[config.mk]
export PLATFORM = sky130hd
export DESIGN_NAME = nms_window_reader_flat
export DESIGN_NICKNAME = d
export VERILOG_FILES = /design/src/rtl/canny_pkg.sv /design/src/rtl/nms_window_reader_if.sv /design/src/rtl/nms_cmp.sv /design/src/rtl/nms_window_reader.sv /design/src/flat_wrapper.sv
export SDC_FILE = /design/constraint.sdc
export NUM_CORES = 1
export LEC_CHECK = 0
export BUFFER_PORTS_ARGS = -buffer_cell sky130_fd_sc_hd__buf_2
export CORE_AREA = 2 2 142 144
export DETAILED_ROUTE_END_ITERATION = 12
export DIE_AREA = 0 0 144 146
export MAX_ROUTING_LAYER = met4
export PLACE_DENSITY_LB_ADDON = 0.1
export SLEW_MARGIN = 20
export SYNTH_ARGS = -nofsm -noshare
export SYNTH_HDL_FRONTEND = slang
export SYNTH_SLANG_ARGS = --single-unit
[constraint.sdc]
create_clock -name clk -period 9.9 [get_ports clk]
set_input_delay 0.495 -clock clk [delete_from_list [all_inputs] [get_ports clk]]
set_output_delay 0.495 -clock clk [all_outputs]
set_load 0.03 [all_outputs]
[src/rtl/canny_pkg.sv]
// Shared definitions for the Canny NMS stage: magnitude width, angle codes and
// default frame geometry, shared with the line buffer.
package canny_pkg;

  localparam int DW     = 20;
  localparam int WIDTH  = 320;
  localparam int HEIGHT = 240;

  typedef enum logic [1:0] {
    ANG_H   = 2'd0,
    ANG_45  = 2'd1,
    ANG_V   = 2'd2,
    ANG_135 = 2'd3
  } ang_t;

  // Counter width that still works for degenerate sizes.
  function automatic int cnt_w(input int n);
    return (n <= 2) ? 1 : $clog2(n);
  endfunction

endpackage

[src/rtl/nms_window_reader_if.sv]
// Column-tap input and thinned-magnitude output of the NMS window reader.
interface nms_window_reader_if #(
  parameter int DW = canny_pkg::DW
);
  logic          in_valid;
  logic [DW-1:0] row0;
  logic [DW-1:0] row1;
  logic [DW-1:0] row2;
  logic [1:0]    ang_in;
  logic          out_valid;
  logic [DW-1:0] out_mag;
  logic          out_eol;
  logic          out_eof;

  modport master (
    output in_valid, row0, row1, row2, ang_in,
    input  out_valid, out_mag, out_eol, out_eof
  );

  modport slave (
    input  in_valid, row0, row1, row2, ang_in,
    output out_valid, out_mag, out_eol, out_eof
  );
endinterface

[src/rtl/nms_cmp.sv]
// Directional non-maximum suppression on a 3x3 window (win[row][col], row 0 top,
// col 0 left). NMS_LOW_THRESH_EN adds a floor: centres below LOW_THR output 0.
module nms_cmp import canny_pkg::*; #(
  parameter int          DW      = canny_pkg::DW,
  parameter logic [DW-1:0] LOW_THR = '0
) (
  input  logic [2:0][2:0][DW-1:0] win,
  input  ang_t                    ang,
  output logic [DW-1:0]           mag
);

  logic [DW-1:0] c, a, b;
  logic          keep;

  always_comb begin
    c = win[1][1];
    a = win[1][0];
    b = win[1][2];
    case (ang)
      ANG_45:  begin a = win[0][2]; b = win[2][0]; end
      ANG_V:   begin a = win[0][1]; b = win[2][1]; end
      ANG_135: begin a = win[0][0]; b = win[2][2]; end
      default: ;
    endcase
    // Ties keep the centre so flat ridges are not erased.
    keep = (c >= a) && (c >= b);
`ifdef NMS_LOW_THRESH_EN
    keep = keep && (c >= LOW_THR);
`endif
    mag = keep ? c : '0;
  end

`ifndef NMS_LOW_THRESH_EN
  logic unused_thr;
  assign unused_thr = ^LOW_THR;
`endif

endmodule

[src/rtl/nms_window_reader.sv]
// NMS reader: builds a 3x3 window from line-buffer column taps, tracks raster
// position and emits one thinned magnitude per interior pixel (NMS_LOW_THRESH_EN via nms_cmp).
module nms_window_reader import canny_pkg::*; #(
  parameter int            WIDTH   = canny_pkg::WIDTH,
  parameter int            HEIGHT  = canny_pkg::HEIGHT,
  parameter int            DW      = canny_pkg::DW,
  parameter logic [DW-1:0] LOW_THR = '0
) (
  input logic                clk,
  input logic                rst,
  nms_window_reader_if.slave bus
);

  localparam int CW = cnt_w(WIDTH);
  localparam int RW = cnt_w(HEIGHT);
  localparam logic [CW-1:0] COL_LAST = CW'(WIDTH - 1);
  localparam logic [RW-1:0] ROW_LAST = RW'(HEIGHT - 1);

  logic [CW-1:0]           col;
  logic [RW-1:0]           row;
  logic [2:0][2:0][DW-1:0] win;
  ang_t                    ang_q, ang_c;
  logic [1:0]              vld_pipe, eol_pipe, eof_pipe;
  logic [DW-1:0]           mag_d, mag_q;
  logic                    col_end, row_end, emit;

  assign col_end = (col == COL_LAST);
  assign row_end = (row == ROW_LAST);
  // Position is judged before the counters advance; cols 0-1 never emit, so
  // window columns straddling a row wrap are never consumed.
  assign emit    = bus.in_valid && (row >= RW'(2)) && (col >= CW'(2));

  always_ff @(posedge clk or posedge rst) begin
    if (rst) begin
      col   <= '0;
      row   <= '0;
      win   <= '0;
      ang_q <= ANG_H;
      ang_c <= ANG_H;
    end else if (bus.in_valid) begin
      win[0] <= {bus.row0, win[0][2], win[0][1]};
      win[1] <= {bus.row1, win[1][2], win[1][1]};
      win[2] <= {bus.row2, win[2][2], win[2][1]};
      // Two-deep so ang_c follows the centre column, not the newest one.
      ang_q  <= ang_t'(bus.ang_in);
      ang_c  <= ang_q;
      if (col_end) begin
        col <= '0;
        row <= row_end ? '0 : row + RW'(1);
      end else begin
        col <= col + CW'(1);
      end
    end
  end

  nms_cmp #(
    .DW      (DW),
    .LOW_THR (LOW_THR)
  ) u_cmp (
    .win (win),
    .ang (ang_c),
    .mag (mag_d)
  );

  always_ff @(posedge clk or posedge rst) begin
    if (rst) begin
      vld_pipe <= '0;
      eol_pipe <= '0;
      eof_pipe <= '0;
      mag_q    <= '0;
    end else begin
      vld_pipe <= {vld_pipe[0], emit};
      eol_pipe <= {eol_pipe[0], emit && col_end};
      eof_pipe <= {eof_pipe[0], emit && col_end && row_end};
      if (vld_pipe[0]) mag_q <= mag_d;
    end
  end

  assign bus.out_valid = vld_pipe[1];
  assign bus.out_eol   = eol_pipe[1];
  assign bus.out_eof   = eof_pipe[1];
  assign bus.out_mag   = mag_q;

endmodule

[src/flat_wrapper.sv]
// flat-port wrapper written by rule: the top's interface ports become plain ports
module nms_window_reader_flat import canny_pkg::*;
#(
  parameter int            WIDTH   = canny_pkg::WIDTH,
  parameter int            HEIGHT  = canny_pkg::HEIGHT,
  parameter int            DW      = canny_pkg::DW,
  parameter logic [DW-1:0] LOW_THR = '0
)
  (clk, rst, bus_in_valid, bus_row0, bus_row1, bus_row2, bus_ang_in, bus_out_valid, bus_out_mag, bus_out_eol, bus_out_eof);
  nms_window_reader_if #(.DW(DW)) bus_i ();
  input logic clk;
  input logic rst;
  input wire logic [$bits(bus_i.in_valid)-1:0] bus_in_valid;
  input wire logic [$bits(bus_i.row0)-1:0] bus_row0;
  input wire logic [$bits(bus_i.row1)-1:0] bus_row1;
  input wire logic [$bits(bus_i.row2)-1:0] bus_row2;
  input wire logic [$bits(bus_i.ang_in)-1:0] bus_ang_in;
  output wire logic [$bits(bus_i.out_valid)-1:0] bus_out_valid;
  output wire logic [$bits(bus_i.out_mag)-1:0] bus_out_mag;
  output wire logic [$bits(bus_i.out_eol)-1:0] bus_out_eol;
  output wire logic [$bits(bus_i.out_eof)-1:0] bus_out_eof;
  assign bus_i.in_valid = bus_in_valid;
  assign bus_i.row0 = bus_row0;
  assign bus_i.row1 = bus_row1;
  assign bus_i.row2 = bus_row2;
  assign bus_i.ang_in = bus_ang_in;
  assign bus_out_valid = bus_i.out_valid;
  assign bus_out_mag = bus_i.out_mag;
  assign bus_out_eol = bus_i.out_eol;
  assign bus_out_eof = bus_i.out_eof;
  nms_window_reader #(.WIDTH(WIDTH), .HEIGHT(HEIGHT), .DW(DW), .LOW_THR(LOW_THR)) u_core (.clk(clk), .rst(rst), .bus(bus_i));
endmodule
==> metrics list <==
- Number of setup buffers added after CTS: 0
- The region available for standard cell placement spans about 19000 sq um.
* Number of hold-slack violations in the final timing report: 0
* Die W: between 100 and 150 um
- Vias in the first global route: 6529
- Clock skew on the completed layout was measured at 7.99 ps.
- Sum of negative setup slack: 0 ps
- The signal on the critical path passes through buf_4, mux4_2, inv_1, ha_1, nand4_1, or3_1, nor2_1, a211oi_1, a31oi_2, a22o_1.
* Async S/R FF share, synth: 100%
* Yosys warning total: 0
* Cell Area, Synth: 10500 sq um
* Seq cells post-synth: 227
- Global-route wire length before repair: 33100 um
* Cells taking the most area after synthesis: sky130_fd_sc_hd__dfrtp_1, sky130_fd_sc_hd__mux2_2, sky130_fd_sc_hd__mux4_2, sky130_fd_sc_hd__ha_1, sky130_fd_sc_hd__a22o_1
* Number of instances in the synthesized netlist: 728
* Site row count: 51
- Time the final worst path needs with I/O delays and setup: 3620 ps
- Peak per-stage delay on the critical path: 800 ps
- At the worst endpoint, the arrival time is 4060 ps.
* Most common flop cell mapped by yosys: sky130_fd_sc_hd__dfrtp_1
- VDD sags by at most about 0.00015 V.
- Routed wire per std cell: 17.9 um
- Num ports: 88
- Number of antenna violations at the first check in global routing: 0
- Fraction of layout cells with a size suffix above 1: 43.7%
* DRC viols: 0
- The startpoint identified for the worst register-to-register timing path is u_core.ang_c[0].
- The worst setup path is launched from a flip-flop.
* Number of flops mapped to enable cells by yosys: 0
- Count of maximum capacitance violations: 0
- Part of the cycle the worst path needs: 36.6%
- At the pin with the least slew margin, the transition time is 986 ps.
- The number of antenna diodes in the final layout is 0.
* Final worst slack: 6280 ps
- Static timing analysis puts the maximum clock frequency at 276 MHz.
* Deepest clock path buffer count: 3
- CTS Hold Buffers Added: 0
- Setup violations remaining at the end of the flow were counted as 0.
* Wirelength, routed: 19500 um
* Grt ovf: 0
* Hold Crit Class: input port to async pin
- The flow ran to the end, and the final reports show no timing, DRC or antenna violations.
- Capturing element type of the critical path: flip-flop
- Number of cell instances on the worst register-to-register path: 10
* Inserted Clock Buffers: 24
* Setup slack after placement: 6320 ps
* Die outline area: approximately 21000 sq um
* Final cell count without fillers: ~1.1k
* Violation count after the first detailed-routing iteration: 251
* Total leakage power: 0.00543 uW
- By count the netlist is led by sky130_fd_sc_hd__dfrtp_1, sky130_fd_sc_hd__mux2_2, sky130_fd_sc_hd__inv_1.
- Number of nets in the layout: approximately 920
* Area grow syn2layout: 13.8%
- By instance count, the leading cell after synthesis is sky130_fd_sc_hd__dfrtp_1.
- Half-perimeter wire length of the detailed placement result: 13000 um
- Before antenna repair, the detailed router went through 4 iterations.
- Netlist cell types: 42
- Averaged over all synthesized cells, the footprint is 14.4 sq um.
* Final ANT Viol Nets: 0
- TritonCTS built the clock tree.
- The initial utilization of the core area, before any placement, comes to 54.3%.
* RSZ-0062 raised after global routing: no
- Max-slew headroom: 34.1%
* Clk_lat worst skew: 510 ps
- Final number of max-transition violations: 0
- Entering global routing, the biggest net connects between 100 and 150 pins.
- Cells fill between 60% and 70% of the core in the end.
- Clock Tree Root: sky130_fd_sc_hd__clkbuf_16
* Cell with the largest stage delay on the worst path: sky130_fd_sc_hd__a31oi_2
- Along the worst path, the maximum fanout reaches just over 40.
- CP Class: flip-flop to flip-flop
* Count of H-tree levels built during CTS: 1
- During placement, the flow inserted port buffers numbering 87.
- Using the TritonRoute via totals, the vias-per-cell ratio works out to 5.60.
- Clock-pin slew was measured on the worst setup and hold paths at approximately 60 ps.
* Routability cong.: about 0.84
* Total instance count after detailed placement: 1048
- Count of cells resized by post-cts repair: 0
- Summed over all instances, the cell type with the most area after synthesis is sky130_fd_sc_hd__dfrtp_1.
- Global-route usage over all layers: 20.2%
- Portion of the post-synthesis area used by sequential elements: between 50% and 60%
* Vias: 6114
- Die H: roughly 150 um
* Synthesized Nets: 837
* Power per Cell Area: around 210 nW/um^2
* Critical path startpoint: u_core.ang_c[0]
- For this design, the sink count on the clock tree is 227.
* Top-area cell type share of the netlist area: 54.2%
* Required time at the endpoint of the critical path: 10340 ps
[metal layers]
| metal | GRT usage [%] | up-vias | share of wire [%] | wire length (um) |
|---|---|---|---|---|
| met4 | 4.56 | 0 | 2.3 | 440 |
| met1 | 27.2 | 3147 | 45 | 8790 |
| li1 | - | 2823 | - | - |
| met3 | 3.26 | 35 | 3.7 | 718 |
| met5 | - | - | 0 | 0 |
| met2 | 32.5 | 109 | 49 | 9600 |
[path summary, 6_finish.rpt]
path | slack [ps] | end
max | 6280 | u_core.bus.out_mag[9]
min reg2reg | 360 | u_core.eof_pipe[1]
min in group clk | 210 | u_core.win[56]
min | 90 | u_core.win[164]
max in group asynchronous | 8230 | u_core.ang_c[1]
max reg2reg | 6280 | u_core.bus.out_mag[9]
[worst max-delay path, delay by kind of cell (launching register included)]
kind	cells	cell delay, ps
DFF	1	340
and+or+nand+nor	3	650
AOI/OAI and AO/OA	3	1170
adders and majority gates	1	140
buffers and inverters	2	640
muxes	1	580
[flip-flops by register name (all words and copies together) (netlist names)]
signal	cells
u_core.ang_q	2
u_core.eof_pipe	2
u_core.eol_pipe	2
u_core.ang_c	2
u_core.bus.out_mag	20
u_core.col	9
u_core.row	8
u_core.win	180
u_core.vld_pipe	2
[cell type report]
cell class	count	area, sq um
Tap cell	265	332
Clock inverter	6	55.1
Timing Repair Buffer	92	499
Sequential cell	227	5680
Multi-Input combinational cell	420	4460
Clock buffer	36	727
Inverter	45	181
Fill cell	1496	7400
[cells by family after synthesis]
kind of cell,Yosys count,share of synthesized area (%)
xor gates and xnor gates,6,0.501
buffers and inverters,81,3.35
and+or+nand+nor,76,3.71
AOI/OAI and AO/OA,69,4.60
adders and majority gates,44,5.25
DFF,227,54.2
muxes,225,28.4
[metrics by stage]
stage	area (sq um)	total power, uW	hold WS (ps)
after floorplan	10500	1550	331
after CTS	11900	2570	194
after global placement	11100	1660	347
after detailed placement	11100	1680	339
after global routing	11900	2690	199
final	11900	2540	94.6
[report_power, final]
part / switching, uW / total [uW] / internal, uW
clock: 350 / 880 / 530
sequential: 108 / 1170 / 1060
combinational: 219 / 495 / 276
[cell usage in the layout, fill, tap and decap left out, drive strengths merged, types with 5 or more instances in the layout]
master  netlist  layout
inv          45      44
a22o         20      20
clkbuf        8      36
a21oi        11      11
mux2        184     184
clkinv        0       6
nand4         6       6
buf          28      92
o21ai        17      17
nor2         16      16
nand2        22      22
nand3         8       8
xnor2         5       5
nor3          5       5
ha           44      44
dfrtp       227     227
and3          5       5
mux4         40      40
(Power assumes the default switching activity.)
